--- src/rtl/bcd_seq_converter.sv ---
// Binary-to-BCD converter: shift-and-add-3 (double dabble), one operand bit per clock.
// Latency: WIDTH cycles from the accept edge to out_valid; throughput 1 result per WIDTH+2 cycles.
// Backpressure: out_valid/out_bcd hold until out_ready; in_ready stays low in SHIFT and DONE.
// Optional feature: define BCD_CONV_NDIGITS_EN to add out_ndigits (significant digit count).
module bcd_seq_converter #(
    parameter int WIDTH  = 32,
    parameter int DIGITS = 10
) (
    input  logic                  clk,
    input  logic                  rst_n,
    input  logic                  in_valid,
    output logic                  in_ready,
    input  logic [WIDTH-1:0]      in_bin,
    output logic                  out_valid,
    input  logic                  out_ready,
    output logic [4*DIGITS-1:0]   out_bcd,
`ifdef BCD_CONV_NDIGITS_EN
    output logic [$clog2(DIGITS+1)-1:0] out_ndigits,
`endif
    output logic                  busy
);

    localparam int SW = 4 * DIGITS;
    localparam int CW = (WIDTH > 1) ? $clog2(WIDTH) : 1;
    localparam logic [CW-1:0] LAST_CNT = CW'(WIDTH - 1);

    typedef enum logic [1:0] {
        S_IDLE  = 2'd0,
        S_SHIFT = 2'd1,
        S_DONE  = 2'd2
    } state_t;

    state_t          r_state;
    state_t          w_state_nxt;

    logic [WIDTH-1:0] r_shift;
    logic [SW-1:0]    r_scratch;
    logic [CW-1:0]    r_count;
    logic [SW-1:0]    r_out_bcd;
    logic             r_out_valid;

    logic [SW-1:0]    w_adj;
    logic [SW-1:0]    w_scr_nxt;
    logic [WIDTH-1:0] w_shf_nxt;
    logic             w_accept;
    logic             w_last;
    logic             w_release;

    // State register; reset abandons any conversion in flight
    always_ff @(posedge clk or negedge rst_n) begin
        if (!rst_n) begin
            r_state <= S_IDLE;
        end else begin
            r_state <= w_state_nxt;
        end
    end

    // Next-state logic
    always_comb begin
        w_state_nxt = r_state;
        case (r_state)
            S_IDLE:  if (in_valid)             w_state_nxt = S_SHIFT;
            S_SHIFT: if (r_count == LAST_CNT)  w_state_nxt = S_DONE;
            S_DONE:  if (out_ready)            w_state_nxt = S_IDLE;
            default:                           w_state_nxt = S_IDLE;
        endcase
    end

    // FSM outputs and datapath strobes; in_ready depends on state only
    always_comb begin
        in_ready  = 1'b0;
        busy      = 1'b0;
        w_accept  = 1'b0;
        w_last    = 1'b0;
        w_release = 1'b0;
        case (r_state)
            S_IDLE: begin
                in_ready = 1'b1;
                w_accept = in_valid;
            end
            S_SHIFT: begin
                busy   = 1'b1;
                w_last = (r_count == LAST_CNT);
            end
            S_DONE: begin
                busy      = 1'b1;
                w_release = out_ready;
            end
            default: begin
                in_ready = 1'b0;
            end
        endcase
    end

    // Add-3 correction per nibble, no carry between digits; DIGITS is sized so
    // the top nibble never exceeds 4 before correction and cannot overflow.
    always_comb begin
        w_adj = r_scratch;
        for (int i = 0; i < DIGITS; i++) begin
            if (r_scratch[4*i +: 4] >= 4'd5) begin
                w_adj[4*i +: 4] = r_scratch[4*i +: 4] + 4'd3;
            end
        end
    end

    // One double-dabble step: shift {corrected scratch, operand} left by one
    always_comb begin
        w_scr_nxt = {w_adj[SW-2:0], r_shift[WIDTH-1]};
        w_shf_nxt = r_shift << 1;
    end

    // Working registers: loaded on accept, stepped every SHIFT cycle
    always_ff @(posedge clk or negedge rst_n) begin
        if (!rst_n) begin
            r_shift   <= '0;
            r_scratch <= '0;
            r_count   <= '0;
        end else if (w_accept) begin
            r_shift   <= in_bin;
            r_scratch <= '0;
            r_count   <= '0;
        end else if (r_state == S_SHIFT) begin
            r_shift   <= w_shf_nxt;
            r_scratch <= w_scr_nxt;
            r_count   <= r_count + CW'(1);
        end
    end

    // Result register: captured on the final shift, kept after the handshake
    always_ff @(posedge clk or negedge rst_n) begin
        if (!rst_n) begin
            r_out_bcd <= '0;
        end else if (w_last) begin
            r_out_bcd <= w_scr_nxt;
        end
    end

    // Result valid: raised with the result, dropped by the consumer handshake
    always_ff @(posedge clk or negedge rst_n) begin
        if (!rst_n) begin
            r_out_valid <= 1'b0;
        end else if (w_last) begin
            r_out_valid <= 1'b1;
        end else if (w_release) begin
            r_out_valid <= 1'b0;
        end
    end

    assign out_valid = r_out_valid;
    assign out_bcd   = r_out_bcd;

`ifdef BCD_CONV_NDIGITS_EN
    localparam int NDW = $clog2(DIGITS + 1);

    logic [NDW-1:0] r_ndigits;
    logic [NDW-1:0] w_ndigits;

    // Position of the most significant nonzero digit plus one; zero counts as one digit
    always_comb begin
        w_ndigits = NDW'(1);
        for (int i = 0; i < DIGITS; i++) begin
            if (w_scr_nxt[4*i +: 4] != 4'd0) begin
                w_ndigits = NDW'(i + 1);
            end
        end
    end

    // Digit count registered alongside the result it describes
    always_ff @(posedge clk or negedge rst_n) begin
        if (!rst_n) begin
            r_ndigits <= '0;
        end else if (w_last) begin
            r_ndigits <= w_ndigits;
        end
    end

    assign out_ndigits = r_ndigits;
`endif

endmodule

--- config.mk ---
export PLATFORM = sky130hd
export DESIGN_NAME = bcd_seq_converter
export DESIGN_NICKNAME = d
export VERILOG_FILES = /design/src/rtl/bcd_seq_converter.sv
export SDC_FILE = /design/constraint.sdc
export NUM_CORES = 1
export LEC_CHECK = 0
export ABC_CLOCK_PERIOD_IN_PS = 3900
export CORE_MARGIN = 4
export CORE_UTILIZATION = 40
export DETAILED_ROUTE_END_ITERATION = 7
export GPL_ROUTABILITY_DRIVEN = 0
export GPL_TIMING_DRIVEN = 1
export PLACE_DENSITY = 0.64
export SLEW_MARGIN = 25
export SYNTH_ARGS = -nofsm -noshare
export SYNTH_HDL_FRONTEND = slang
export SYNTH_SLANG_ARGS = --single-unit
--- constraint.sdc ---
create_clock -name clk -period 3.9 [get_ports clk]
set_clock_uncertainty 0.1 [all_clocks]
set_input_delay 1.17 -clock clk [delete_from_list [all_inputs] [get_ports clk]]
set_output_delay 1.17 -clock clk [all_outputs]
set_load 0.02 [all_outputs]
==> qor.yml <==
logic_synthesis:
  syn_area_um2: 6140
  seq_area_frac_synth_pct: 48.9
  synth_top_family_by_area: "compound AO/OA/AOI/OAI gates"
  async_flop_share_pct: 100
  synth_simple_gate_area_share_pct: 15.2
  synth-edff-count: 0
  synth.avg_cell_area_um2: 9.85
  yosys_warnings: 0
  yosys.area_share.xor_xnor_pct: 1.86
  synth.top_cell.area_share_pct: 48.9
  ys_seq_elements: 120
  syn-num-nets: 685
  synthCells: 623
  synth-compound-area-share_pct: 17.7
  synth.distinct_cells: 38
  synthAdderAreaFrac_pct: 5.30
  yosysTopAreaCell: "dfrtp_1"
  synthMuxAreaShare_pct: 5.91
  synthFlopType: "dfrtp_1"
  netlist_top_cells_area: "dfrtp_1 (49%), o21ai_0 (7.5%), nand2_1 (5.8%)"
pwr:
  p_leak_nw: 3.15
  power.internal_w: 0.00347
  seqPwrFrac_pct: 34.8
  max-vdd-ir-drop_uv: 360
  p_per_area_nw_per_um2: 724
  totalPowerFinal_w: 0.00553
  switchingPower_w: 0.00205
  switching_share_pct: 37.2
  clockPowerShare_pct: 28.1
  power_frac_comb_pct: 37.1
global_route:
  grt_pass1_vias: 4718
  grt_pass1_wl_um: 22500
  grt_max_degree: 121
  grt_use_total_pct: 15.7
  antenna_found_initial: 0
  grt_overflow: 0
cts:
  ctsLongestPathBuffers: 2
  cts_sinks: 120
  cts-root-buf: "clkbuf_16"
  htreeDepth: 4
  cts_buffers: 17
  hold_buffers: 0
  clk_pin_slew_worst_paths_ps: 50
  cts_tree: "yes"
  post_cts_buffers: 0
  clock_latency_ps: 410
  cts_resized: 0
critical_path:
  critical_path.top_delay_family: "buffers and inverters"
  worstSetupPathType: "reg -> out"
  worstPathCellList: "inv_1, ha_1, clkdlybuf4s50_1"
  required_ps: 2630
  worst-path-buf-inv: 2
  worst-path-max-fanout: 4
  worstSetupStartpointType: "register"
  cp_slowest_cell: "clkdlybuf4s50_1"
  critical-path-max-stage-delay_ps: 670
  reg2reg_slack_ps: 1430
  critPathCaptureType: "primary output"
  critPathArrivalTime_ps: 1890
floorplan:
  die_x_um: 132
  coreArea_um2: 15100
  row_count: 45
  pin_count: 79
  die_area_um2: 17400
  die_y_um: 132
  start_util_pct: 40.7
cells_and_area:
  diodes: 0
  syn_to_final_growth_pct: 24.4
  final_core_util_pct: 50.6
  fin_nets: 757
  drive_gt1_share_pct: 10.0
timing:
  setup_viol: 0
  rsz0062_at_grt: "no"
  slew-limit-headroom_pct: 39.5
  hold-worst-slack_ps: 375
  min_period_ps: 3160
  hold_viol_final: 0
  min_period_over_period_pct: 81.0
  max_freq_ghz: 0.316
  setup_ws_ps: 740
  fin_tns_setup_ps: 0
  worst_slew_pin_slew_ps: 905
  slew_viol_final: 0
detailed_routing:
  avgViaCountPerCell: 5.28
  via_count: 4732
  wirelength_um: 13200
  wl_per_cell_um: 14.7
  drc_errors: 0
  drtPass1Iterations: 5
  ant_nets: 0
  drtIter0Drc: 348
worst_hold_path:
  hold_class: "reg -> reg"
place:
  place_hpwl_um: 8820
  post-place-ws_ps: 959
  numPortBuffers: 78
run_status:
  status: "completed"
job:
  maxCapViolCount: 0
[cells by family after synthesis]
logic type | count (synthesis)
AOI/OAI and AO/OA | 186
and+or+nand+nor | 183
DFF | 120
buffers and inverters | 59
muxes | 36
adders and majority gates | 26
xor gates and xnor gates | 13
[synth_stat cells, types with 2 or more instances]
cell type  instances
nand3_1           13
and3_1             2
inv_1             25
buf_2             13
a22oi_1            7
buf_4              2
xnor2_1           11
clkbuf_1           9
a21oi_2           10
dfrtp_1          120
and2_1             2
nand3_2            6
mux2i_1           34
or3_1              9
o311ai_1           6
nor2_1             7
ha_1              26
a31oi_1            8
or2_0              7
a21oi_4            5
nor3b_1           18
nand3b_1           2
nand2b_1           5
xor2_1             2
nor3_1             2
nand2_1           95
buf_6              9
o21ai_0           92
o21ai_1           13
a21oi_1           42
o311ai_0           2
nand2b_2           5
mux2_2             2
nor2b_1            8
[registers in the layout, indices dropped and copies added (netlist names)]
register and flops:
r_scratch 40, r_count 5, r_state 2, out_bcd 40
r_shift 32, out_valid 1
[path summary, 6_finish.rpt]
kind | startpoint | endpoint | cells after the start
worst max-delay path | r_state[1]$_DFFE_PN0P_ | in_ready | 3
worst min-delay path | out_bcd[7]$_DFFE_PN0P_ | out_bcd[7]$_DFFE_PN0P_ | 2
worst max register to register | r_state[1]$_DFFE_PN0P_ | out_bcd[26]$_DFFE_PN0P_ | 5
worst min register to register | out_bcd[7]$_DFFE_PN0P_ | out_bcd[7]$_DFFE_PN0P_ | 2
max in group asynchronous | rst_n | r_count[1]$_DFFE_PN0P_ | 2
min in group asynchronous | rst_n | out_bcd[28]$_DFFE_PN0P_ | 2
[power groups by stage]
stage,Sequential [W],Combinational (W),Clock (W)
finish,0.00192,0.00205,0.00155
global route,0.00198,0.00233,0.00165
CTS,0.00192,0.00207,0.00159
detailed placement,0.00194,0.00205,0
global placement,0.00191,0.00198,0
floorplan,0.00186,0.00166,0
[cell type report]
class / count / area [um2]
fill: 1370 / 7460
sequential: 120 / 3000
multi-input combinational: 444 / 2830
timing repair buffer: 87 / 871
clock buffer: 24 / 502
tap: 188 / 235
inverter: 25 / 93.8
clock inverter: 8 / 92.6
[placed cells by master, fill, tap and decap left out, types with 6 or more instances in the layout]
master           netlist  final
nand3_1               13     13
nor2b_1                8      8
clkdlybuf4s50_1        0     77
nor3b_1               18     18
a21oi_2               10     10
a31oi_1                8      8
clkbuf_16              0     17
xnor2_1               11     11
or3_1                  9      9
a22oi_1                7      7
nand2_1               95     95
mux2i_1               34     34
o311ai_1               6      6
buf_4                  2      8
inv_1                 25     25
o21ai_1               13     13
or2_0                  7      7
dfrtp_1              120    120
nor2_1                 7      7
ha_1                  26     25
o21ai_0               92     92
a21oi_1               42     42
nand3_2                6      6
[per-stage QoR]
step	cell area [um2]	instances
2_1_floorplan	6140	623
3_3_place_gp	7040	864
3_5_place_dp	7040	864
4_1_cts	7630	896
5_1_grt	7630	896
6_report	7630	896
[routing by layer]
| metal | global-route usage (%) | routed length [um] | part of all wire [%] | vias to the layer above |
|---|---|---|---|---|
| li1 | - | - | - | 2318 |
| met1 | 20.5 | 6160 | 47 | 2245 |
| met2 | 24.4 | 6040 | 46 | 143 |
| met3 | 4.69 | 716 | 5.4 | 26 |
| met4 | 6.59 | 276 | 2.1 | 0 |
| met5 | 0 | 0 | 0 | - |
[worst reg2reg max path, cell delays in order (launching register included)]
cell	delay (ps)
dfrtp_1	380
inv_1	150
ha_4	440
nand2_2	640
buf_4	430
o311ai_1	230
(Power assumes the default switching activity.)
